<file path="src/rtl/uart_rx_pkg.sv">
// Shared types and helpers for the UART receive frame engine.
package uart_rx_pkg;

  typedef enum logic [2:0] {
    IDLE,
    START,
    DATA,
    PARITY,
    STOP1,
    STOP2,
    BRK_WAIT
  } rx_state_e;

  localparam int unsigned MIN_CHAR_LEN = 5;

  // Parity bit the transmitter should have sent for the first len bits of data.
  function automatic logic expected_parity(input logic [31:0] data,
                                           input int unsigned len,
                                           input logic eps,
                                           input logic sp);
    logic acc;
    acc = 1'b0;
    for (int unsigned i = 0; i < 32; i++) begin
      if (i < len) acc = acc ^ data[i];
    end
    return sp ? ~eps : (acc ^ ~eps);
  endfunction

endpackage

</file>
<file path="src/rtl/uart_rx_bit_sampler.sv">
// Synchroniser, oversample tick counter and mid-bit sample strobe for the UART receiver.
// Optional UART_RX_MAJORITY_VOTE_EN: 2-of-3 vote around the bit centre.
module uart_rx_bit_sampler #(
  parameter int unsigned OVERSAMPLE = 16
) (
  input  logic pclk,
  input  logic preset,
  input  logic baud_tick,
  input  logic serial_in,
  input  logic restart,
  input  logic first_bit,
  output logic line,
  output logic line_fall,
  output logic sample_strobe,
  output logic sample_bit
);
  import uart_rx_pkg::*;

  localparam int unsigned CNT_W = $clog2(OVERSAMPLE);
  localparam int unsigned HALF  = OVERSAMPLE / 2;
  localparam logic [CNT_W-1:0] LAST = CNT_W'(OVERSAMPLE - 1);

  // With voting, the strobe lands on the last of the three samples, one tick after the centre.
`ifdef UART_RX_MAJORITY_VOTE_EN
  localparam logic [CNT_W-1:0] FIRST_PT = CNT_W'(HALF);
`else
  localparam logic [CNT_W-1:0] FIRST_PT = CNT_W'(HALF - 1);
`endif

  logic             sync1;
  logic             sync2;
  logic             line_prev;
  logic [CNT_W-1:0] count;
  logic [CNT_W-1:0] strobe_at;

  always_ff @(posedge pclk) begin
    if (preset) begin
      sync1     <= 1'b1;
      sync2     <= 1'b1;
      line_prev <= 1'b1;
    end else begin
      sync1     <= serial_in;
      sync2     <= sync1;
      line_prev <= sync2;
    end
  end

  always_ff @(posedge pclk) begin
    if (preset || restart) begin
      count <= '0;
    end else if (baud_tick) begin
      count <= (count == LAST) ? '0 : count + 1'b1;
    end
  end

  assign strobe_at     = first_bit ? FIRST_PT : LAST;
  assign sample_strobe = baud_tick && (count == strobe_at);
  assign line          = sync2;
  assign line_fall     = line_prev & ~sync2;

`ifdef UART_RX_MAJORITY_VOTE_EN
  logic vote_a;
  logic vote_b;

  always_ff @(posedge pclk) begin
    if (preset) begin
      vote_a <= 1'b0;
      vote_b <= 1'b0;
    end else if (baud_tick) begin
      if (count == strobe_at - CNT_W'(2)) vote_a <= sync2;
      if (count == strobe_at - CNT_W'(1)) vote_b <= sync2;
    end
  end

  assign sample_bit = (vote_a & vote_b) | (vote_a & sync2) | (vote_b & sync2);
`else
  assign sample_bit = sync2;
`endif

endmodule

</file>
<file path="src/rtl/uart_rx_frame_engine.sv">
// UART receive frame engine: start detect, 5..DATA_W data bits, parity, 1/2 stop bits,
// valid/ready holding register with error status. Optional UART_RX_MAJORITY_VOTE_EN.
module uart_rx_frame_engine #(
  parameter int unsigned DATA_W     = 8,
  parameter int unsigned OVERSAMPLE = 16,
  parameter int unsigned LEN_W      = $clog2(DATA_W + 1)
) (
  input  logic              pclk,
  input  logic              preset,
  input  logic              baud_tick,
  input  logic              rx_en,
  input  logic              uart_rxd,
  input  logic              loop,
  input  logic              loop_txd,
  input  logic [LEN_W-1:0]  char_len,
  input  logic              pen,
  input  logic              eps,
  input  logic              sp,
  input  logic              stb,
  output logic [DATA_W-1:0] rx_data,
  output logic              rx_valid,
  input  logic              rx_ready,
  output logic              parity_error,
  output logic              frame_error,
  output logic              break_detect,
  output logic              overrun_error,
  output logic              busy
);
  import uart_rx_pkg::*;

  rx_state_e         state;
  rx_state_e         state_next;
  logic              serial_in;
  logic              line;
  logic              line_fall;
  logic              sample_strobe;
  logic              sample_bit;
  logic              restart;
  logic              start_frame;
  logic              complete;
  logic              final_stop;
  logic              last_bit;
  logic [LEN_W-1:0]  len_clamped;
  logic [LEN_W-1:0]  cfg_len;
  logic              cfg_pen;
  logic              cfg_eps;
  logic              cfg_sp;
  logic              cfg_stb;
  logic [LEN_W-1:0]  bit_idx;
  logic [DATA_W-1:0] shift_data;
  logic              par_sample;
  logic              stop_sample;

  assign serial_in = loop ? loop_txd : uart_rxd;

  uart_rx_bit_sampler #(
    .OVERSAMPLE(OVERSAMPLE)
  ) u_sampler (
    .pclk         (pclk),
    .preset       (preset),
    .baud_tick    (baud_tick),
    .serial_in    (serial_in),
    .restart      (restart),
    .first_bit    (state == START),
    .line         (line),
    .line_fall    (line_fall),
    .sample_strobe(sample_strobe),
    .sample_bit   (sample_bit)
  );

  always_comb begin
    len_clamped = char_len;
    if (char_len < LEN_W'(MIN_CHAR_LEN)) len_clamped = LEN_W'(MIN_CHAR_LEN);
    else if (char_len > LEN_W'(DATA_W)) len_clamped = LEN_W'(DATA_W);
  end

  assign last_bit = (bit_idx == cfg_len - 1'b1);

  always_ff @(posedge pclk) begin
    if (preset) state <= IDLE;
    else        state <= state_next;
  end

  always_comb begin
    state_next = state;
    if (state != IDLE && !rx_en) begin
      state_next = IDLE;
    end else begin
      case (state)
        IDLE:     if (rx_en && line_fall) state_next = START;
        START:    if (sample_strobe) state_next = sample_bit ? IDLE : DATA;
        DATA:     if (sample_strobe && last_bit) state_next = cfg_pen ? PARITY : STOP1;
        PARITY:   if (sample_strobe) state_next = STOP1;
        STOP1:    if (sample_strobe) state_next = cfg_stb ? STOP2 : (sample_bit ? IDLE : BRK_WAIT);
        STOP2:    if (sample_strobe) state_next = stop_sample ? IDLE : BRK_WAIT;
        BRK_WAIT: if (line) state_next = IDLE;
        default:  state_next = IDLE;
      endcase
    end
  end

  // STOP2 is only timed, so the framing/break decision always uses the STOP1 sample.
  always_comb begin
    busy        = (state != IDLE);
    restart     = (state_next != state);
    start_frame = (state == IDLE) && (state_next == START);
    complete    = rx_en && sample_strobe &&
                  (((state == STOP1) && !cfg_stb) || (state == STOP2));
    final_stop  = (state == STOP2) ? stop_sample : sample_bit;
  end

  always_ff @(posedge pclk) begin
    if (preset) begin
      cfg_len       <= '0;
      cfg_pen       <= 1'b0;
      cfg_eps       <= 1'b0;
      cfg_sp        <= 1'b0;
      cfg_stb       <= 1'b0;
      bit_idx       <= '0;
      shift_data    <= '0;
      par_sample    <= 1'b0;
      stop_sample   <= 1'b0;
      rx_data       <= '0;
      rx_valid      <= 1'b0;
      parity_error  <= 1'b0;
      frame_error   <= 1'b0;
      break_detect  <= 1'b0;
      overrun_error <= 1'b0;
    end else begin
      if (start_frame) begin
        cfg_len    <= len_clamped;
        cfg_pen    <= pen;
        cfg_eps    <= eps;
        cfg_sp     <= sp;
        cfg_stb    <= stb;
        bit_idx    <= '0;
        shift_data <= '0;
      end
      if (sample_strobe) begin
        case (state)
          DATA: begin
            for (int unsigned i = 0; i < DATA_W; i++) begin
              if (32'(bit_idx) == i) shift_data[i] <= sample_bit;
            end
            bit_idx <= bit_idx + 1'b1;
          end
          PARITY:  par_sample  <= sample_bit;
          STOP1:   stop_sample <= sample_bit;
          default: ;
        endcase
      end
      if (complete) begin
        rx_data       <= shift_data;
        rx_valid      <= 1'b1;
        parity_error  <= cfg_pen &&
                         (par_sample != expected_parity(32'(shift_data), 32'(cfg_len), cfg_eps, cfg_sp));
        frame_error   <= ~final_stop;
        break_detect  <= (shift_data == '0) && (!cfg_pen || !par_sample) && !final_stop;
        overrun_error <= rx_valid && !rx_ready;
      end else if (rx_valid && rx_ready) begin
        rx_valid <= 1'b0;
      end
    end
  end

endmodule

</file>
<file path="config.mk">
export PLATFORM = sky130hd
export DESIGN_NAME = uart_rx_frame_engine
export DESIGN_NICKNAME = d
export VERILOG_FILES = /design/src/rtl/uart_rx_pkg.sv /design/src/rtl/uart_rx_bit_sampler.sv /design/src/rtl/uart_rx_frame_engine.sv
export SDC_FILE = /design/constraint.sdc
export NUM_CORES = 1
export LEC_CHECK = 0
export CAP_MARGIN = 20
export CORE_UTILIZATION = 48
export DETAILED_ROUTE_END_ITERATION = 12
export PLACE_DENSITY = 0.69
export SYNTH_ARGS = -nofsm -noshare
export SYNTH_HDL_FRONTEND = slang
export SYNTH_SLANG_ARGS = --single-unit
</file>
<file path="constraint.sdc">
create_clock -name pclk -period 4.15 [get_ports pclk]
set_input_delay 0.415 -clock pclk [delete_from_list [all_inputs] [get_ports pclk]]
set_output_delay 0.415 -clock pclk [all_outputs]
set_load 0.005 [all_outputs]
</file>
# After elaboration in Yosys (flattened, before gate mapping)

Index checks and enable logic that the tools add are counted.

Add/sub/neg operators: 3
Magnitude comparators: 10
Equality and inequality tests: 19
Mux-type cells: 61
Bitwise operators: 12
Reduce and logical (&&, ||, !) cells: 29

Operators by type and width:

| operator              | number |
|---|---|
| $mux W1               | 37 |
| $mux W3               | 12 |
| $mux W4               | 7 |
| $mux W8               | 3 |
| $pmux W3 S7           | 1 |
| $eq A4 B3 Y1 const B  | 4 |
| $lt A3 B4 Y1 const A  | 4 |
| $logic_and A1 B1 Y1   | 13 |
| $eq A3 B3 Y1 const B  | 3 |
| $add A4 B1 Y4 const B | 2 |
| $eq A4 B2 Y1 const B  | 2 |
| $eq A4 B4 Y1          | 2 |
| $logic_not A8 Y1      | 1 |
| $lt A1 B4 Y1 const A  | 2 |
| $lt A2 B4 Y1 const A  | 2 |
| $xor A1 B1 Y1         | 8 |
| $eq A3 B1 Y1 const B  | 2 |
| $eq A3 B2 Y1 const B  | 2 |
| $logic_not A1 Y1      | 6 |
| $eq A4 B1 Y1 const B  | 1 |
| $eq A4 B4 Y1 const B  | 1 |
| $gt A4 B4 Y1 const B  | 1 |
| $logic_not A4 Y1      | 1 |
| $lt A4 B3 Y1 const B  | 1 |
| 11 further kinds      | 16 |

Register bits after elaboration: 45
Input bits: 16
Output and inout bits: 14
Word-level logic and storage cells: 154

# Longest topological paths before layout

Gate-level depths: netlist of the first run.

Depth after elaboration: 40
Gate-level depth with buffers: 9

# Cells and area by module

Synthesis of the first run repeated with hierarchy kept, for this count alone.

Cells, all modules: 311
Area, all modules: 2,561.2 um^2

Modules (own cells, without submodules):

| module               | times used | cells each | area an instance (um^2) |
|---|---|---|---|
| uart_rx_frame_engine | 1          | 282        | 2,273.4 |
| uart_rx_bit_sampler  | 1          | 29         | 287.8 |

# Least setup slack after synthesis of the first run

No wires, ideal clock.

Path kind: flip-flop to flip-flop
From: register cfg_len[0]
To: register u_sampler.count[3]
Library setup time: 70 ps
Arrival time: 2,069 ps
Data required time: 4,080 ps
Slack: 2,011 ps
Stages on the path, launching flop included: 10
Path buffers: 0
Clock period less this slack: 2,139 ps
Cells stage by stage: dfxtp_1 -> inv_1 -> ha_1 -> xor3_1 -> nor3_1 -> nand3b_1 -> o311a_1 -> xor2_1 -> nand4_1 -> a21oi_1

Longest elaborated chain between the ends: 8

RTL lines:

| element                | RTL line                    | text |
|---|---|---|
| from (decl)            | uart_rx_frame_engine.sv:44  | `logic [LEN_W-1:0] cfg_len;` |
| from (signal assigned) | uart_rx_frame_engine.sv:131 | `cfg_len <= len_clamped;` |
| $sub A4 B1 Y4          | uart_rx_frame_engine.sv:77  | `assign last_bit = (bit_idx == cfg_len - 1'b1);` |
| $eq A4 B4 Y1           | uart_rx_frame_engine.sv:77  |  |
| $logic_and A1 B1 Y1    | uart_rx_frame_engine.sv:92  | `DATA: if (sample_strobe && last_bit) state_next = cfg_pen ? PARITY : STOP1;` |
| $mux W3                | uart_rx_frame_engine.sv:92  |  |
| $pmux W3 S7            | uart_rx_frame_engine.sv:89  | `case (state)` |
| $mux W3                | uart_rx_frame_engine.sv:86  | `if (state != IDLE && !rx_en) begin` |
| $ne A3 B3 Y1           | uart_rx_frame_engine.sv:105 | `restart = (state_next != state);` |
| $logic_or A1 B1 Y1     | uart_rx_bit_sampler.sv:49   | `if (preset \|\| restart) begin` |
| to (signal assigned)   | uart_rx_bit_sampler.sv:52   | `count <= (count == LAST) ? '0 : count + 1'b1;` |
| to (decl)              | uart_rx_bit_sampler.sv:33   | `logic [CNT_W-1:0] count;` |

Every way passes these cells.
A chain may end at the register's enable or synchronous reset.

# Final worst setup path of the first run

Same ends and word-level chain as after synthesis.

==> summary.md, run 1 <==
| Metric | Value |
|---|---|
| Outcome | finished, final reports clean |
| Final ANT Viol Nets | 0 |
| Setup ws final | between 1.5 and 2 ns |
| CP Launch Point | cfg_len[0] |
| Worst r2r dst | u_sampler.count[3] |
| Post-synth EDFFs | 0 |
| Hold_buf cts | 0 |
| Slew margin rel. | 0.3712 |
| Crit. End Element | flip-flop |
| Crit Path Class | reg2reg |
| Layout cells sized above 1 | 0.06135 |
| Sinks on Clock Net | 45 |
| Leading cell type in the layout, fill and taps excluded | dfxtp_1 |
| Startpoint types | flip-flop |
| DP HPWL | 3987 um |
| GP Congestion | a little over 0.9 |
| Final design utilization | 0.6083 |
| Via count | ~2300 |
| CTS tree | yes |
| Power per cell area | a little over 300 nW/um^2 |
| Worst Path Required | around 4.4 ns |
| Mapped Cells | about 300 |
| HP Start | u_sampler.sync1 |
| Die area | approximately 5500 sq um |
| Vias in the first global route | between 2000 and 2500 |
| Clock Path Buffers | 2 |
| Top FF cell, synth | dfxtp_1 |
| Final setup TNS | 0 ns |
| Final min period | 2.555 ns |
| # port buffers | 29 |
| Worst Hold Class | reg2reg |
| Pre-antenna DRT Iters | 4 |
| Core area | roughly 4800 sq um |
| Final wirelength | between 5000 and 6000 um |
| R2r setup slk | 1.59 ns |
| Max stage delay on crit path | 0.46 ns |
| Critical Path Fanout Max | 6 |
| Core Rows | 25 |
| Post-synthesis sequential area ratio | 0.3613 |
| Largest net degree at the start of global routing | 45 |
| Synth warn | 0 |
| CP Capture Point | u_sampler.count[3] |
| Initial DRC count | approximately 160 |
| P&R area growth vs syn | 18.26% |
| Ordered cell list for the critical path | inv_1, ha_1, xor3_1, nor3_1, nand3b_1, o311a_1, xor2_1, nand4_1, a21oi_1 |
| RSZ-0062 raised after global routing | no |
| Initial antenna violation count | 0 |
| First-pass GRT wire length | just over 9000 um |
| Root Driver | clkbuf_8 |
| Synthesized area | 2494 sq um |
| CP arrival | about 2.8 ns |
| Asr flop ratio synth | 0 |
| Vias/cell | ~5.7 |
| Final Hold Vio Count | 0 |
| Slew Viols, Final | 0 |
| WL per Instance | about 14 um |
| Die Wd | approximately 74 um |
| Fillers | 440 |
| Commonest non-fill, non-tap cells in the layout | dfxtp_1, nor2_1, nand2_1 |
| Post-CTS Resized | 0 |
| Tightest Pin Transition | between 0.9 and 1 ns |
| Total GRT Usage | 0.2182 |
| H-tree levels | 2 |
| R2R depth | 9 |
| Period utilization | 0.6157 |
| Initial Utilization | 0.5143 |
| Syn nets | 328 |
| Max Clock Skew | between 0.009 and 0.01 ns |
| # diodes | 0 |
| Pre-CTS setup slack | about 1.4 ns |
| #FFs+latches synth | between 40 and 50 |
| WHS | roughly 0.42 ns |
| Max Freq | a little under 0.4 GHz |
| Cts bufs inserted | 5 |
| Max VDD drop | between 0.2 and 0.25 mV |
| Clock latency on the worst-skew pair | roughly 0.30 ns |
| Max Cap Viol | 0 |
| CTS clk-pin slew, worst paths | around 0.09 ns |
| Io pins | 30 |
| Residual DRC | 0 |
| Syn Area/Cell | approximately 8 sq um |
| Leakage power | around 1.1 nW |
| Layout Nets | between 300 and 400 |
| Post-CTS setup buffers | 0 |
| DIE HEIGHT | roughly 74 um |
| # setup viols final | 0 |
| Grt ovf | 0 |
| Worst path slowest cell | dfxtp_1 |
| Cell variety after synth | 57 |
| RR Startpoint | cfg_len[0] |
-- worst max-delay path: cells and delay by family, from the launching register on --
| kind | cells | cell delay, ns |
|---|---|---|
| fa+ha+maj | 1 | 0.24 |
| buf+inv | 1 | 0.10 |
| flops | 1 | 0.46 |
| simple gates | 3 | 0.60 |
| compound gates | 2 | 0.55 |
| xor+xnor | 2 | 0.54 |
-- synth_stat cells, types with 2 or more instances --
cell	count	area share
nor3b_2	2	0.010
nand2b_1	3	0.0075
clkbuf_1	11	0.017
xor2_1	3	0.011
or3_1	2	0.0050
o21ai_0	5	0.010
mux2i_1	14	0.056
and3_1	2	0.0050
nand2_1	32	0.048
nand4_1	4	0.010
nor2b_1	3	0.0075
a211o_1	2	0.0070
nand3_1	24	0.048
nor2_1	34	0.051
a211oi_1	7	0.021
xnor2_1	9	0.032
a21oi_1	28	0.056
o211ai_1	3	0.0090
buf_2	3	0.0060
nand3b_1	5	0.015
a21boi_0	2	0.0060
dfxtp_1	45	0.36
nor4_1	2	0.0050
ha_1	9	0.045
or2_2	2	0.0050
nor3_1	6	0.012
o31ai_1	2	0.0060
and4_1	2	0.0070
inv_1	9	0.014
-- sequential cells by signal, indices dropped and copies added, names as in the netlist, 3 cells and up --
register and cells:
u_sampler.count 4, rx_data 8, bit_idx 4, state 3, cfg_len 4, shift_data 8
-- final cells by class --
cell class | count | area [sq um] | share of cell area
Timing Repair Buffer | 31 | 305.3 | 0.1035
Clock buffer | 5 | 68.82 | 0.02333
Tap cell | 67 | 83.83 | 0.02843
Inverter | 9 | 33.78 | 0.01146
Clock inverter | 3 | 68.82 | 0.02333
Multi-Input combinational cell | 233 | 1488 | 0.5045
Sequential cell | 45 | 900.9 | 0.3055
-- stage by stage --
| step | instance area (sq um) | total power, mW | instances |
|---|---|---|---|
| after floorplan | 2494 | 0.4870 | 303 |
| after global placement | 2811 | 0.5101 | 385 |
| after detailed placement | 2811 | 0.5107 | 385 |
| after CTS | 2949 | 0.9069 | 393 |
| after global routing | 2949 | 0.9338 | 393 |
| final | 2949 | 0.8989 | 393 |
-- power breakdown --
group | switching (mW) | total [mW] | internal (mW) | leakage (nW)
sequential | 0.00866 | 0.445 | 0.437 | 0.364
clock | 0.156 | 0.398 | 0.242 | 0.0687
combinational | 0.0265 | 0.0553 | 0.0288 | 0.669
-- how the worst min path moves through the flow --
stage                      to  slack [ns]  depth (start not counted)
2_1_floorplan  u_sampler.line        0.39                          1
3_3_place_gp   u_sampler.line        0.40                          1
3_5_place_dp   u_sampler.line        0.40                          1
4_1_cts        u_sampler.line        0.42                          1
5_1_grt        u_sampler.line        0.43                          1
6_report       u_sampler.line        0.42                          1
-- kinds of logic after synthesis --
| kind of cell | Yosys count | synth area share |
|---|---|---|
| buffers and inverters | 25 | 0.04214 |
| muxes | 15 | 0.06071 |
| DFF | 45 | 0.3613 |
| xor gates and xnor gates | 13 | 0.05168 |
| and+or+nand+nor | 133 | 0.2740 |
| adders and majority gates | 9 | 0.04516 |
| AOI/OAI and AO/OA | 63 | 0.1651 |
-- layer usage --
layer	vias to the layer above	wire length (um)	global-route usage
met3	8	246	0.05014
met1	1056	2682	0.2955
li1	1125	-	-
met5	-	0	0
met2	64	2507	0.3384
met4	0	89	0.08120
Power figures use the tool's default switching activity.
==> run 2: changes to the inputs <==
==> constraint.sdc (replaced) <==
create_clock -name pclk -period 2.38 [get_ports pclk]
set_input_delay 0.238 -clock pclk [delete_from_list [all_inputs] [get_ports pclk]]
set_output_delay 0.238 -clock pclk [all_outputs]
set_load 0.005 [all_outputs]
==> run 2 against run 1 <==
  * Combinational power grew 81%
  * Global-route usage is essentially flat
  * Flip-flop and latch count is the same
  * Clock-buffer cell count is the same
  * Worst hold slack lost 0.0041 ns
  * Largest cell class unchanged
  * Largest power group unchanged
==> summary.md, run 2 (synthesis results as in run 1) <==
| Metric | Value |
|---|---|
| Sequential Power Share | 0.590 (+0.095) |
| Switching power total | 0.3073 mW (+61%) |
| Via count | 2219 (-1.5%) |
| Leading cell type in the layout, fill and taps excluded | dfxtp_1 |
| Switch share | 0.2338 (+0.02124) |
| Critical Path Fanout Max | 3 (-3) |
| DIE HEIGHT | 74.08 um (unchanged) |
| Max Clock Skew | 0.002778 ns (-0.006639 ns) |
| Final design utilization | 0.6090 (+0.0007740) |
| Tightest Pin Transition | 0.6029 ns (-0.3404 ns) |
| Crit. End Element | flip-flop |
| Layout cells sized above 1 | 0.08735 (+0.02600) |
| Commonest non-fill, non-tap cells in the layout | dfxtp_1, nor2_1, nand2_1 |
| Die area | 5487 sq um (unchanged) |
| Initial DRC count | 128 (-17%) |
| Clk network pwr share | 0.334 (-0.109) |
| Vias in the first global route | 1869 (-7.5%) |
| DP Cell Count | 393 (+2.1%) |
| Vias/cell | 5.561 (-3.0%) |
| Die Wd | 74.08 um (unchanged) |
| # diodes | 0 (unchanged) |
| H-tree levels | 2 (unchanged) |
| Gate power share | 0.076 (+0.015) |
| First-pass GRT wire length | 9052 um (-2.2%) |
| CP arrival | 2.40 ns (-0.38 ns) |
| # port buffers | 29 (unchanged) |
| Period utilization | 0.9080 (+0.2924) |
| DP HPWL | 3920 um (-1.7%) |
| WL per Instance | 13.57 um (-3.5%) |
| Final min period | 2.161 ns (-0.3939 ns) |
| Grt ovf | 0 (unchanged) |
| Clock latency on the worst-skew pair | 0.30 ns (about the same) |
| Startpoint types | flip-flop |
| Leakage power | 1.114 nW (+1.1%) |
| Initial Utilization | 0.5143 (unchanged) |
| Final Hold Vio Count | 0 (unchanged) |
| # setup viols final | 0 (unchanged) |
| Cts bufs inserted | 5 (unchanged) |
| Fillers | 469 (+6.6%) |
| Core Rows | 25 (unchanged) |
| Final wirelength | 5414 um (-2.0%) |
| Int Power | 1.007 mW (+42%) |
| P&R area growth vs syn | 18.41% |
| Footprint of the multi-input gates | 1494 sq um (+0.42%) |
| Slew Viols, Final | 0 (unchanged) |
| Slew margin rel. | 0.5975 (+0.2264) |
| CTS clk-pin slew, worst paths | 0.08 ns (about the same) |
| Layout Nets | 358 (+2.3%) |
| Register area | 902.1 sq um (+0.14%) |
| Core area | 4848 sq um (unchanged) |
| Fin cells | 399 (+1.5%) |
| Pre-antenna DRT Iters | 4 (unchanged) |
| CTS tree | yes |
| Total GRT Usage | 0.2179 (-0.0002856) |
| Largest regs | rx_data: 8 flops, shift_data: 8 flops |
| Final setup TNS | 0 ns (unchanged) |
| Worst Hold Class | reg2reg |
| Max Cap Viol | 0 (unchanged) |
| Sinks on Clock Net | 45 (unchanged) |
| Clock Path Buffers | 2 (unchanged) |
| Max Freq | 0.4627 GHz (+18%) |
| Io pins | 30 (unchanged) |
| Power per cell area | 445.2 nW/um^2 (+46%) |
| Root Driver | clkbuf_8 |
| GP Congestion | 0.9933 (+6.1%) |
| Post-CTS setup buffers | 0 (unchanged) |
| RSZ-0062 raised after global routing | no |
| Final ANT Viol Nets | 0 (unchanged) |
| Crit Path Class | reg2reg |
| Initial antenna violation count | 0 (unchanged) |
| Residual DRC | 0 (unchanged) |
| R2r setup slk | 0.22 ns (-1.38 ns) |
| Max VDD drop | 0.2695 mV (+25%) |
| Outcome | finished, final reports clean |
| Largest net degree at the start of global routing | 44 (-2.2%) |
| Worst Path Required | 2.62 ns (-1.76 ns) |
[run 2: per-layer routing]
metal | wire [um] | global-route usage | part of all wire | up-vias
li1 | - | - | - | 1139
met3 | 265 | 0.04607 | 0.049 | 7
met2 | 2410 | 0.3273 | 0.45 | 60
met1 | 2647 | 0.3055 | 0.49 | 1013
met4 | 91 | 0.08333 | 0.017 | 0
met5 | 0 | 0 | 0 | -
[run 2: worst paths after layout]
path,start,end,cells after the start
worst min-delay path,u_sampler.sync1,u_sampler.line,1
worst max-delay path,cfg_len[1],u_sampler.count[3],9
worst min register to register,u_sampler.sync1,u_sampler.line,1
worst max register to register,cfg_len[1],u_sampler.count[3],9
[run 2: cell type report]
type                       count  area share
multi-input combinational    233      0.5059
sequential                    45      0.3055
timing repair buffer          39      0.1237
tap                           67     0.02839
clock buffer                   5     0.02331
inverter                       9     0.01144
clock inverter                 1    0.001695
[run 2: timing repair]
item                       in CTS  in global routing
setup endpoints to repair       0                  3
hold buffers                    0                  0
gates resized for setup         0                  3
[run 2: power groups by stage]
stage          sequential (mW)  combinational, mW  clock, mW
2_1_floorplan            0.785             0.0640          0
3_3_place_gp             0.793             0.0989          0
3_5_place_dp             0.793              0.100          0
4_1_cts                  0.775              0.101      0.453
5_1_grt                  0.778              0.111      0.475
6_report                 0.776              0.100      0.439
[run 2: per-stage QoR]
stage / area, sq um / hold WS, ns / setup WS, ns / total power [mW]
6_report: 2953 / 0.4144 / 0.2189 / 1.315
5_1_grt: 2953 / 0.4249 / 0.002566 / 1.364
4_1_cts: 2945 / 0.4173 / 0.07824 / 1.329
3_5_place_dp: 2872 / 0.3978 / 0.08491 / 0.8933
3_3_place_gp: 2872 / 0.3929 / 0.1461 / 0.8922
2_1_floorplan: 2494 / 0.3337 / 0.2406 / 0.8491
[run 2: critical path, stage by stage, from the launching register on]
cell      delay [ns]
dfxtp_1         0.33
inv_1           0.07
ha_1            0.21
xor3_1          0.36
nor3_2          0.16
nand3b_1        0.12
o311a_1         0.37
xor2_1          0.17
nand4_1         0.15
a21oi_1         0.14
==> run 3: changes to the inputs <==
--- a/config.mk
+++ b/config.mk
@@ -5,6 +5,7 @@
 export SDC_FILE = /design/constraint.sdc
 export NUM_CORES = 1
 export LEC_CHECK = 0
+export ABC_CLOCK_PERIOD_IN_PS = 2380
 export CAP_MARGIN = 20
 export CORE_UTILIZATION = 48
 export DETAILED_ROUTE_END_ITERATION = 12
==> results of run 3 <==
No change in the layout: final DEF, timing and power equal those of run 2.
